==> config.mk <==
export PLATFORM = sky130hd
export DESIGN_NAME = fetch_stage_flat
export DESIGN_NICKNAME = d
export VERILOG_FILES = /design/src/rtl/fetch_stage_if.sv /design/src/rtl/fetch_stage.sv /design/src/flat_wrapper.sv
export SDC_FILE = /design/constraint.sdc
export NUM_CORES = 1
export LEC_CHECK = 0
export CAP_MARGIN = 20
export CORE_MARGIN = 2
export CORE_UTILIZATION = 44
export CTS_BUF_LIST = sky130_fd_sc_hd__clkbuf_8 sky130_fd_sc_hd__clkbuf_16
export DETAILED_ROUTE_END_ITERATION = 10
export PLACE_DENSITY_LB_ADDON = 0.05
export REMOVE_ABC_BUFFERS = 1
export SYNTH_ARGS = -nofsm -noshare
export SYNTH_HDL_FRONTEND = slang
export SYNTH_SLANG_ARGS = --single-unit
==> constraint.sdc <==
create_clock -name clk -period 2.2 [get_ports clk]
set_input_delay 0.33 -clock clk [delete_from_list [all_inputs] [get_ports clk]]
set_output_delay 0.33 -clock clk [all_outputs]
set_load 0.01 [all_outputs]
==> src/rtl/fetch_stage_if.sv <==
// ----------------------------------------------------------------------------
// fetch_stage_if
// Bundles the fetch-stage signals toward instruction memory and toward the
// IF/ID boundary.
//   master : the fetch stage (drives pc and the if_id_* outputs)
//   slave  : the surroundings (memory read data, decode stall, redirect)
// Signals:
//   pc                 address presented to instruction memory
//   instruction        memory word at the pc of the previous cycle
//   immediate          memory word at that pc + 1
//   stall              decode cannot accept; if_id_* must hold
//   redirect_en        branch/jump taken; flush and refetch
//   redirect_pc        redirect target address
//   if_id_instruction  fetched instruction
//   if_id_immediate    its immediate (meaningful for two-word instructions)
//   if_id_pc           address of if_id_instruction
//   if_id_valid        if_id_* hold a real instruction
// ----------------------------------------------------------------------------
interface fetch_stage_if #(
  parameter int NUM_OF_BITS = 16,
  parameter int PC_WIDTH    = 32
);
  logic [PC_WIDTH-1:0]    pc;
  logic [NUM_OF_BITS-1:0] instruction;
  logic [NUM_OF_BITS-1:0] immediate;
  logic                   stall;
  logic                   redirect_en;
  logic [PC_WIDTH-1:0]    redirect_pc;
  logic [NUM_OF_BITS-1:0] if_id_instruction;
  logic [NUM_OF_BITS-1:0] if_id_immediate;
  logic [PC_WIDTH-1:0]    if_id_pc;
  logic                   if_id_valid;

  modport master (
    output pc,
    input  instruction, immediate, stall, redirect_en, redirect_pc,
    output if_id_instruction, if_id_immediate, if_id_pc, if_id_valid
  );

  modport slave (
    input  pc,
    output instruction, immediate, stall, redirect_en, redirect_pc,
    input  if_id_instruction, if_id_immediate, if_id_pc, if_id_valid
  );
endinterface

==> src/rtl/fetch_stage.sv <==
// ----------------------------------------------------------------------------
// fetch_stage
// Instruction fetch stage in front of a registered-read instruction memory.
// Issues a word address every cycle, receives the word one cycle later,
// drops the trailing immediate word of two-word instructions, absorbs decode
// stalls with a one-entry skid buffer and flushes on branch/jump redirect.
//
// Ports:
//   clk    rising-edge clock
//   rst_n  asynchronous active-low reset
//   bus    fetch_stage_if.master (memory address/data, stall, redirect,
//          registered if_id_* outputs)
// Optional (macro FETCH_PERF_CNT_EN):
//   perf_instr_cnt   saturating count of edges loading a valid instruction
//   perf_bubble_cnt  saturating count of non-stall edges loading a bubble
// ----------------------------------------------------------------------------
module fetch_stage #(
  parameter int          NUM_OF_BITS  = 16,
  parameter int          PC_WIDTH     = 32,
  parameter int          ADDR_BITS    = 5,
  parameter int unsigned RESET_PC     = 0,
  parameter int          IMM_FLAG_BIT = 15
) (
  input  logic          clk,
  input  logic          rst_n,
  fetch_stage_if.master bus
`ifdef FETCH_PERF_CNT_EN
  ,
  output logic [15:0]   perf_instr_cnt,
  output logic [15:0]   perf_bubble_cnt
`endif
);

  typedef logic [ADDR_BITS-1:0] addr_t;

  // One fetched word together with the address it came from.
  typedef struct packed {
    logic [NUM_OF_BITS-1:0] instr;
    logic [NUM_OF_BITS-1:0] imm;
    addr_t                  pc;
  } word_t;

  // Only the low ADDR_BITS of every address are stored; the upper bits of
  // all address outputs are constant zero, which gives the modulo wrap.
  addr_t pc_q,         pc_d;
  logic  arr_valid_q,  arr_valid_d;
  addr_t arr_pc_q,     arr_pc_d;
  logic  skip_q,       skip_d;
  logic  skid_valid_q, skid_valid_d;
  word_t skid_q,       skid_d;
  logic  ifid_valid_q, ifid_valid_d;
  word_t ifid_q,       ifid_d;

  word_t arr_word;
  logic  consume;
  logic  deliver;
  logic  load_valid;

  // Upper redirect bits are deliberately ignored (address wraps).
  logic  unused_redirect_hi;
  assign unused_redirect_hi = ^bus.redirect_pc[PC_WIDTH-1:ADDR_BITS];

  assign arr_word = '{instr: bus.instruction, imm: bus.immediate, pc: arr_pc_q};

  // The arriving word can be taken unless a redirect flushes it, or decode is
  // stalled and the skid has no room for it.
  assign consume = arr_valid_q & ~bus.redirect_en & (~bus.stall | ~skid_valid_q);
  // A consumed word is dropped when it is the immediate of the previous one.
  assign deliver = consume & ~skip_q;

  // IF/ID receives a real instruction: the skid drains first, else the
  // delivered word goes straight through.
  assign load_valid = ~bus.redirect_en & ~bus.stall & (skid_valid_q | deliver);

  always_comb begin
    // NOTE: every next-state signal gets a default first, so no path through
    // this block leaves one unassigned and no latch is inferred.
    pc_d         = pc_q;
    arr_valid_d  = arr_valid_q;
    arr_pc_d     = arr_pc_q;
    skip_d       = skip_q;
    skid_valid_d = skid_valid_q;
    skid_d       = skid_q;
    ifid_valid_d = ifid_valid_q;
    ifid_d       = ifid_q;

    if (bus.redirect_en) begin
      // Redirect wins over stall: everything in flight is discarded and
      // IF/ID data fields hold under a cleared valid.
      pc_d         = bus.redirect_pc[ADDR_BITS-1:0];
      arr_valid_d  = 1'b0;
      skip_d       = 1'b0;
      skid_valid_d = 1'b0;
      ifid_valid_d = 1'b0;
    end else begin
      arr_valid_d = 1'b1;
      arr_pc_d    = pc_q;
      // Holding pc during a stall makes the same word arrive again until the
      // stage can take it.
      if (!bus.stall) pc_d = pc_q + addr_t'(1);

      if (consume) skip_d = skip_q ? 1'b0 : bus.instruction[IMM_FLAG_BIT];

      if (bus.stall) begin
        // consume implies the skid is empty here.
        if (deliver) begin
          skid_valid_d = 1'b1;
          skid_d       = arr_word;
        end
      end else if (skid_valid_q) begin
        // Oldest word first: skid to IF/ID, new word (if any) refills skid.
        ifid_valid_d = 1'b1;
        ifid_d       = skid_q;
        skid_valid_d = deliver;
        if (deliver) skid_d = arr_word;
      end else if (deliver) begin
        ifid_valid_d = 1'b1;
        ifid_d       = arr_word;
      end else begin
        ifid_valid_d = 1'b0;
      end
    end
  end

  always_ff @(posedge clk or negedge rst_n) begin
    if (!rst_n) begin
      pc_q         <= addr_t'(RESET_PC);
      arr_valid_q  <= 1'b0;
      arr_pc_q     <= '0;
      skip_q       <= 1'b0;
      skid_valid_q <= 1'b0;
      skid_q       <= '0;
      ifid_valid_q <= 1'b0;
      ifid_q       <= '0;
    end else begin
      // NOTE: state registers use non-blocking assignments so every register
      // samples the pre-edge values regardless of statement order.
      pc_q         <= pc_d;
      arr_valid_q  <= arr_valid_d;
      arr_pc_q     <= arr_pc_d;
      skip_q       <= skip_d;
      skid_valid_q <= skid_valid_d;
      skid_q       <= skid_d;
      ifid_valid_q <= ifid_valid_d;
      ifid_q       <= ifid_d;
    end
  end

  assign bus.pc                = PC_WIDTH'(pc_q);
  assign bus.if_id_valid       = ifid_valid_q;
  assign bus.if_id_instruction = ifid_q.instr;
  assign bus.if_id_immediate   = ifid_q.imm;
  assign bus.if_id_pc          = PC_WIDTH'(ifid_q.pc);

`ifdef FETCH_PERF_CNT_EN
  logic [15:0] perf_instr_cnt_q;
  logic [15:0] perf_bubble_cnt_q;
  logic        load_bubble;

  assign load_bubble = ~bus.stall & ~load_valid;

  always_ff @(posedge clk or negedge rst_n) begin
    if (!rst_n) begin
      perf_instr_cnt_q  <= '0;
      perf_bubble_cnt_q <= '0;
    end else begin
      if (load_valid && perf_instr_cnt_q != 16'hFFFF)
        perf_instr_cnt_q <= perf_instr_cnt_q + 16'd1;
      if (load_bubble && perf_bubble_cnt_q != 16'hFFFF)
        perf_bubble_cnt_q <= perf_bubble_cnt_q + 16'd1;
    end
  end

  assign perf_instr_cnt  = perf_instr_cnt_q;
  assign perf_bubble_cnt = perf_bubble_cnt_q;
`endif

endmodule

==> src/flat_wrapper.sv <==
// flat-port wrapper written by rule: the top's interface ports become plain ports
module fetch_stage_flat 
#(
  parameter int          NUM_OF_BITS  = 16,
  parameter int          PC_WIDTH     = 32,
  parameter int          ADDR_BITS    = 5,
  parameter int unsigned RESET_PC     = 0,
  parameter int          IMM_FLAG_BIT = 15
)
  (clk, rst_n, bus_pc, bus_instruction, bus_immediate, bus_stall, bus_redirect_en, bus_redirect_pc, bus_if_id_instruction, bus_if_id_immediate, bus_if_id_pc, bus_if_id_valid);
  fetch_stage_if #(.NUM_OF_BITS(NUM_OF_BITS), .PC_WIDTH(PC_WIDTH)) bus_i ();
  input  logic clk;
  input  logic rst_n;
  output wire logic [$bits(bus_i.pc)-1:0] bus_pc;
  input wire logic [$bits(bus_i.instruction)-1:0] bus_instruction;
  input wire logic [$bits(bus_i.immediate)-1:0] bus_immediate;
  input wire logic [$bits(bus_i.stall)-1:0] bus_stall;
  input wire logic [$bits(bus_i.redirect_en)-1:0] bus_redirect_en;
  input wire logic [$bits(bus_i.redirect_pc)-1:0] bus_redirect_pc;
  output wire logic [$bits(bus_i.if_id_instruction)-1:0] bus_if_id_instruction;
  output wire logic [$bits(bus_i.if_id_immediate)-1:0] bus_if_id_immediate;
  output wire logic [$bits(bus_i.if_id_pc)-1:0] bus_if_id_pc;
  output wire logic [$bits(bus_i.if_id_valid)-1:0] bus_if_id_valid;
  assign bus_pc = bus_i.pc;
  assign bus_i.instruction = bus_instruction;
  assign bus_i.immediate = bus_immediate;
  assign bus_i.stall = bus_stall;
  assign bus_i.redirect_en = bus_redirect_en;
  assign bus_i.redirect_pc = bus_redirect_pc;
  assign bus_if_id_instruction = bus_i.if_id_instruction;
  assign bus_if_id_immediate = bus_i.if_id_immediate;
  assign bus_if_id_pc = bus_i.if_id_pc;
  assign bus_if_id_valid = bus_i.if_id_valid;
  fetch_stage #(.NUM_OF_BITS(NUM_OF_BITS), .PC_WIDTH(PC_WIDTH), .ADDR_BITS(ADDR_BITS), .RESET_PC(RESET_PC), .IMM_FLAG_BIT(IMM_FLAG_BIT)) u_core (.clk(clk), .rst_n(rst_n), .bus(bus_i));
endmodule
# Word-level counts from Yosys, hierarchy flattened
# Cells that the tools add are included.
[word_totals] ff_bits=88 word_cells=47
[op_classes] add_sub_neg=1 eq_ne=2 muxes=19 bitwise=8 n_reduce_logical=5
[op_table] cell="2-to-1 mux 37 bit" n=5
[op_table] cell="2-to-1 mux 1 bit" n=12
[op_table] cell="2-to-1 mux 5 bit" n=2
[op_table] cell="nonzero test 2 bit" n=3
[op_table] cell="adder 5 x 1 -> 5 bit (second input constant)" n=1
[op_table] cell="inverter 1 bit" n=4
[op_table] cell="bitwise AND 1 bit" n=3
[op_table] cell="inequality test 3 x 1 -> 1 bit (second input constant)" n=1
[op_table] cell="AND reduction 3 bit" n=1
[op_table] cell="inequality test 2 x 1 -> 1 bit (second input constant)" n=1
[op_table] cell="AND reduction 2 bit" n=1
[op_table] cell="bitwise OR 1 bit" n=1

# Longest topological paths before layout
[logic_depth] ltp_word=8 ltp_mapped=6 ltp_nobuf=4

# Least setup slack after synthesis
# Ideal clock, no wire load.
[synth_timing] path_kind="flip-flop to flip-flop" startpoint="register u_core.skip_q" endpoint="register u_core.ifid_q (netlist bit u_core.bus.if_id_immediate[1])" setup_ns=0.125 arrival_ns=1.545 required_ns=2.075 setup_slack_ns=0.531 path_stages_with_launch=6 n_path_buf=2 period_less_slack_ns=1.669 path_cell_list="dfrtp_1 nand2b_1 a211oi_1 buf_2 buf_2 mux2_2"
[synth_via] elab_chain_cells=4
[synth_lines] item="from (decl)" line_no="fetch_stage.sv:48" rtl="logic skip_q, skip_d;"
[synth_lines] item="from (signal assigned)" line_no="fetch_stage.sv:141" rtl="skip_q <= skip_d;"
[synth_lines] item="inverter 1 bit" line_no="fetch_stage.sv:69" rtl="assign deliver = consume & ~skip_q;"
[synth_lines] item="bitwise AND 1 bit" line_no="fetch_stage.sv:69"
[synth_lines] item="nonzero test 2 bit (no line)"
[synth_lines] item="AND reduction 3 bit (no line)"
[synth_lines] item="to (signal assigned)" line_no="fetch_stage.sv:145" rtl="ifid_q <= ifid_d;"
[synth_lines] item="to (decl)" line_no="fetch_stage.sv:52" rtl="word_t ifid_q, ifid_d;"
# Every way passes these cells.
# A chain may end at the register's enable or synchronous reset.

# Final worst setup path
[layout_timing] startpoint="register u_core.skid_valid_q" endpoint="register u_core.skid_q[7] in the netlist's numbering"
[layout_via] elab_chain_cells=7 elab_cells_between_ends=9 classes_between="3 x mux; 4 x bitwise; 2 x reduce/logical"
[layout_lines] item="from (decl)" line_no="fetch_stage.sv:49" rtl="logic skid_valid_q, skid_valid_d;"
[layout_lines] item="from (signal assigned)" line_no="fetch_stage.sv:142" rtl="skid_valid_q <= skid_valid_d;"
[layout_lines] item="inverter 1 bit" line_no="fetch_stage.sv:67" rtl="assign consume = arr_valid_q & ~bus.redirect_en & (~bus.stall | ~skid_valid_q);"
[layout_lines] item="bitwise OR 1 bit" line_no="fetch_stage.sv:67"
[layout_lines] item="bitwise AND 1 bit" line_no="fetch_stage.sv:67"
[layout_lines] item="bitwise AND 1 bit" line_no="fetch_stage.sv:69"
[layout_lines] item="2-to-1 mux 37 bit (3 in a row)"
[layout_lines] item="to (signal assigned)" line_no="fetch_stage.sv:143" rtl="skid_q <= skid_d;"
[layout_lines] item="to (decl)" line_no="fetch_stage.sv:50" rtl="word_t skid_q, skid_d;"
# Parallel ways exist; a longest one is shown, timed or not. The select of a mux whose other input is x is not followed.

==> run metrics <==
outcome completed; diodes inserted 0; post-synth top area share 51.4%; total power 0.00461 W; overflow left after global routing 0; mean number of vias per cell 4.55; category of the worst setup path launch point flop; FF-to-FF End u_core.skid_q[7]; cell area after technology mapping 4290 sq um; maximum clock insertion buffer count 2; Ys Warns 0; fraction of registers with async set/reset 100%; Hold Violations, Final 0; crit share post-route 80.4%; nets@finish 462; P_sw 0.00119 W; average routed wire per standard cell 14.2 microns; Die H 103 microns; sequential cell fraction of total power 48.1%; horizontal die dimension 103 microns; relative contribution of the clock network to total power 24.4%; maximum level of the CTS H-tree 3; endpoint kind of the worst setup timing path flop; synth-to-layout area growth 24.4%; Internal Pwr Total 0.00342 W; final wirelength 7550 microns; cell taking the most area after synthesis sky130_fd_sc_hd__dfrtp_1; crit path DAT 2000 ps; Vias 2417; root buffer cell sky130_fd_sc_hd__clkbuf_8; Post-Synthesis Mean Instance Area 14.1 sq um; count of cells along the worst register-to-register path 4; Leakage 2.35 nW; GRT Util Overall 14.9%; cell types with the largest area share after synthesis sky130_fd_sc_hd__dfrtp_1 51%, sky130_fd_sc_hd__mux2_2 26%, sky130_fd_sc_hd__buf_4 9.6%; RSZ-0062 raised after global routing no; Setup TNS Final 0 ps; number of flip-flops and latches in the synthesized netlist 88; count of TritonRoute iterations in the first routing pass 3; routability congestion estimate 0.659; total number of placement rows 36; peak supply drop 0.353 mV; power per cell area 864 nW/um^2; worst clock skew on the final layout 6.89 ps; clock slew at the register clock pins of the worst setup and hold paths 80 ps; wire length of the first global-routing pass 12000 microns; share of synthesized area occupied by flip-flops and latches 51.4%; post-layout min period 1770 ps; Max Fclk 565 MHz; cell with the most instances after synthesis sky130_fd_sc_hd__mux2_2; layout cell share with drive strength beyond 1 36.7%; clock tree from TritonCTS yes; worst min-delay path category input pin to async pin; die area 10500 sq um; # port buffers 83; Pins Over Slew Limit 0; FF-to-FF Start u_core.skid_valid_q; number of nets with antenna violations after routing 0; fraction of power spent switching nets 25.8%; maximum number of pins on one net before global-route repair 43; Starting DRT DRC Count 45; type of the worst setup path flop to flop; buffer count from post-CTS setup fixing 0; number of setup violations in the final report 0; clock latency on the worst-skew pair 340 ps; internal reg-to-reg setup slack 430 ps; Max-Cap Viols 0; half-perimeter wire length after detailed placement 5000 microns; # IOs 165; antenna violations before repair 0; vias in the first global route 2411; TritonCTS Buffers 9; CTS Sinks 88; drt drc 0; Cell variety after synth 23; most frequent cells after synthesis 98 x sky130_fd_sc_hd__mux2_2, 88 x sky130_fd_sc_hd__dfrtp_1, 55 x sky130_fd_sc_hd__buf_4; number of synthesized flops with an enable pin 0; Worst Path Required 2430 ps; starting utilization of the core area 44.7%; Floorplan Core Area 9590 sq um; Most used DFF post-synth sky130_fd_sc_hd__dfrtp_1; number of instances in the synthesized netlist 304; logic gate share of total power 27.5%; Critical Path Fanout Max 30
## cell families (layout without fill, tap and decap cells)
logic type / count (synthesis) / in the layout / share of synthesized area (%)
muxes: 118 / 118 / 32.6
AOI/OAI and AO/OA: 9 / 9 / 1.31
buffers and inverters: 71 / 112 / 11.8
other: 1 / 54 / 0.0875
adders and majority gates: 1 / 1 / 0.292
xor gates and xnor gates: 5 / 5 / 1.02
DFF: 88 / 88 / 51.4
and+or+nand+nor: 11 / 11 / 1.49
## worst max-delay path, stage by stage, from the launching register on
cell	delay [ps]
sky130_fd_sc_hd__dfrtp_2	490
sky130_fd_sc_hd__xnor2_1	160
sky130_fd_sc_hd__or3_2	470
sky130_fd_sc_hd__buf_12	200
sky130_fd_sc_hd__mux2_4	310
## per-stage QoR
stage	utilization [%]	hold WS, ps	cells	cell area [sq um]	worst slack [ps]
final	55.6	463	531	5330	430
after global routing	55.6	495	531	5330	396
after CTS	55.6	478	531	5330	446
after detailed placement	53.4	322	514	5120	147
after global placement	53.4	320	514	5120	161
after floorplan	-	34.4	288	3990	-2360
## worst max-delay path by stage
stage | cells after the start | from | to
floorplan | 3 | u_core.skid_valid_q | u_core.bus.if_id_immediate[0]
global placement | 5 | bus_stall | u_core.skid_q[9]
detailed placement | 5 | bus_stall | u_core.bus.if_id_instruction[15]
CTS | 4 | u_core.skid_valid_q | u_core.skid_q[7]
global route | 4 | u_core.skid_valid_q | u_core.skid_q[34]
finish | 4 | u_core.skid_valid_q | u_core.skid_q[7]
## power groups by stage
stage / combinational, W / clock (W) / sequential [W]
2_1_floorplan: 0.000569 / 0 / 0.00231
3_3_place_gp: 0.00127 / 0 / 0.00223
3_5_place_dp: 0.00129 / 0 / 0.00225
4_1_cts: 0.00129 / 0.00117 / 0.00222
5_1_grt: 0.00138 / 0.00123 / 0.00227
6_report: 0.00127 / 0.00112 / 0.00221
## state kept, by name, summed over array words and instances, names as in the netlist
register,cells
u_core.arr_pc_q,5
u_core.bus.if_id_pc,5
u_core.skip_q,1
u_core.skid_q,37
u_core.bus.if_id_instruction,16
u_core.bus.if_id_valid,1
u_core.pc_q,5
u_core.bus.if_id_immediate,16
u_core.arr_valid_q,1
u_core.skid_valid_q,1
## layer usage
metal  global-route usage (%)  vias up  wire length [microns]
li1                         -     1123                      -
met1                     20.6     1197                   3600
met2                     22.7       85                   3350
met3                     3.32       12                    467
met4                     6.46        0                    129
met5                        0        -                      0
## area by class of cell
class | instances | area (sq um)
Tap cell | 133 | 166
Multi-Input combinational cell | 198 | 1790
Timing Repair Buffer | 94 | 963
Sequential cell | 88 | 2200
Clock buffer | 11 | 151
Inverter | 2 | 7.51
Fill cell | 834 | 4260
Clock inverter | 5 | 48.8
## layout by cell type (no fill, tap or decap)
master                            count
sky130_fd_sc_hd__mux2_2              98
sky130_fd_sc_hd__dfrtp_1             87
sky130_fd_sc_hd__clkdlybuf4s50_1     82
sky130_fd_sc_hd__conb_1              54
sky130_fd_sc_hd__mux2_4              19
sky130_fd_sc_hd__clkbuf_8            11
sky130_fd_sc_hd__buf_4                7
sky130_fd_sc_hd__inv_1                5
sky130_fd_sc_hd__nand2_1              5
sky130_fd_sc_hd__o21ai_0              4
sky130_fd_sc_hd__buf_12               4
sky130_fd_sc_hd__xnor2_1              3
sky130_fd_sc_hd__nand4b_1             3
sky130_fd_sc_hd__xor2_1               2
sky130_fd_sc_hd__a21oi_1              2
sky130_fd_sc_hd__nand2b_1             1
sky130_fd_sc_hd__a211oi_4             1
sky130_fd_sc_hd__or3_2                1
sky130_fd_sc_hd__nor2b_1              1
sky130_fd_sc_hd__mux2i_1              1
sky130_fd_sc_hd__a21bo_2              1
sky130_fd_sc_hd__a31o_2               1
sky130_fd_sc_hd__ha_1                 1
sky130_fd_sc_hd__clkinvlp_4           1
sky130_fd_sc_hd__bufinv_16            1
sky130_fd_sc_hd__dlygate4sd3_1        1
sky130_fd_sc_hd__dfrtp_2              1
## timing repair
action	CTS	global route
gates resized for setup	0	0
hold endpoints to repair	32	0
hold buffers	1	0
No activity file was read; power rests on OpenSTA's default activity.
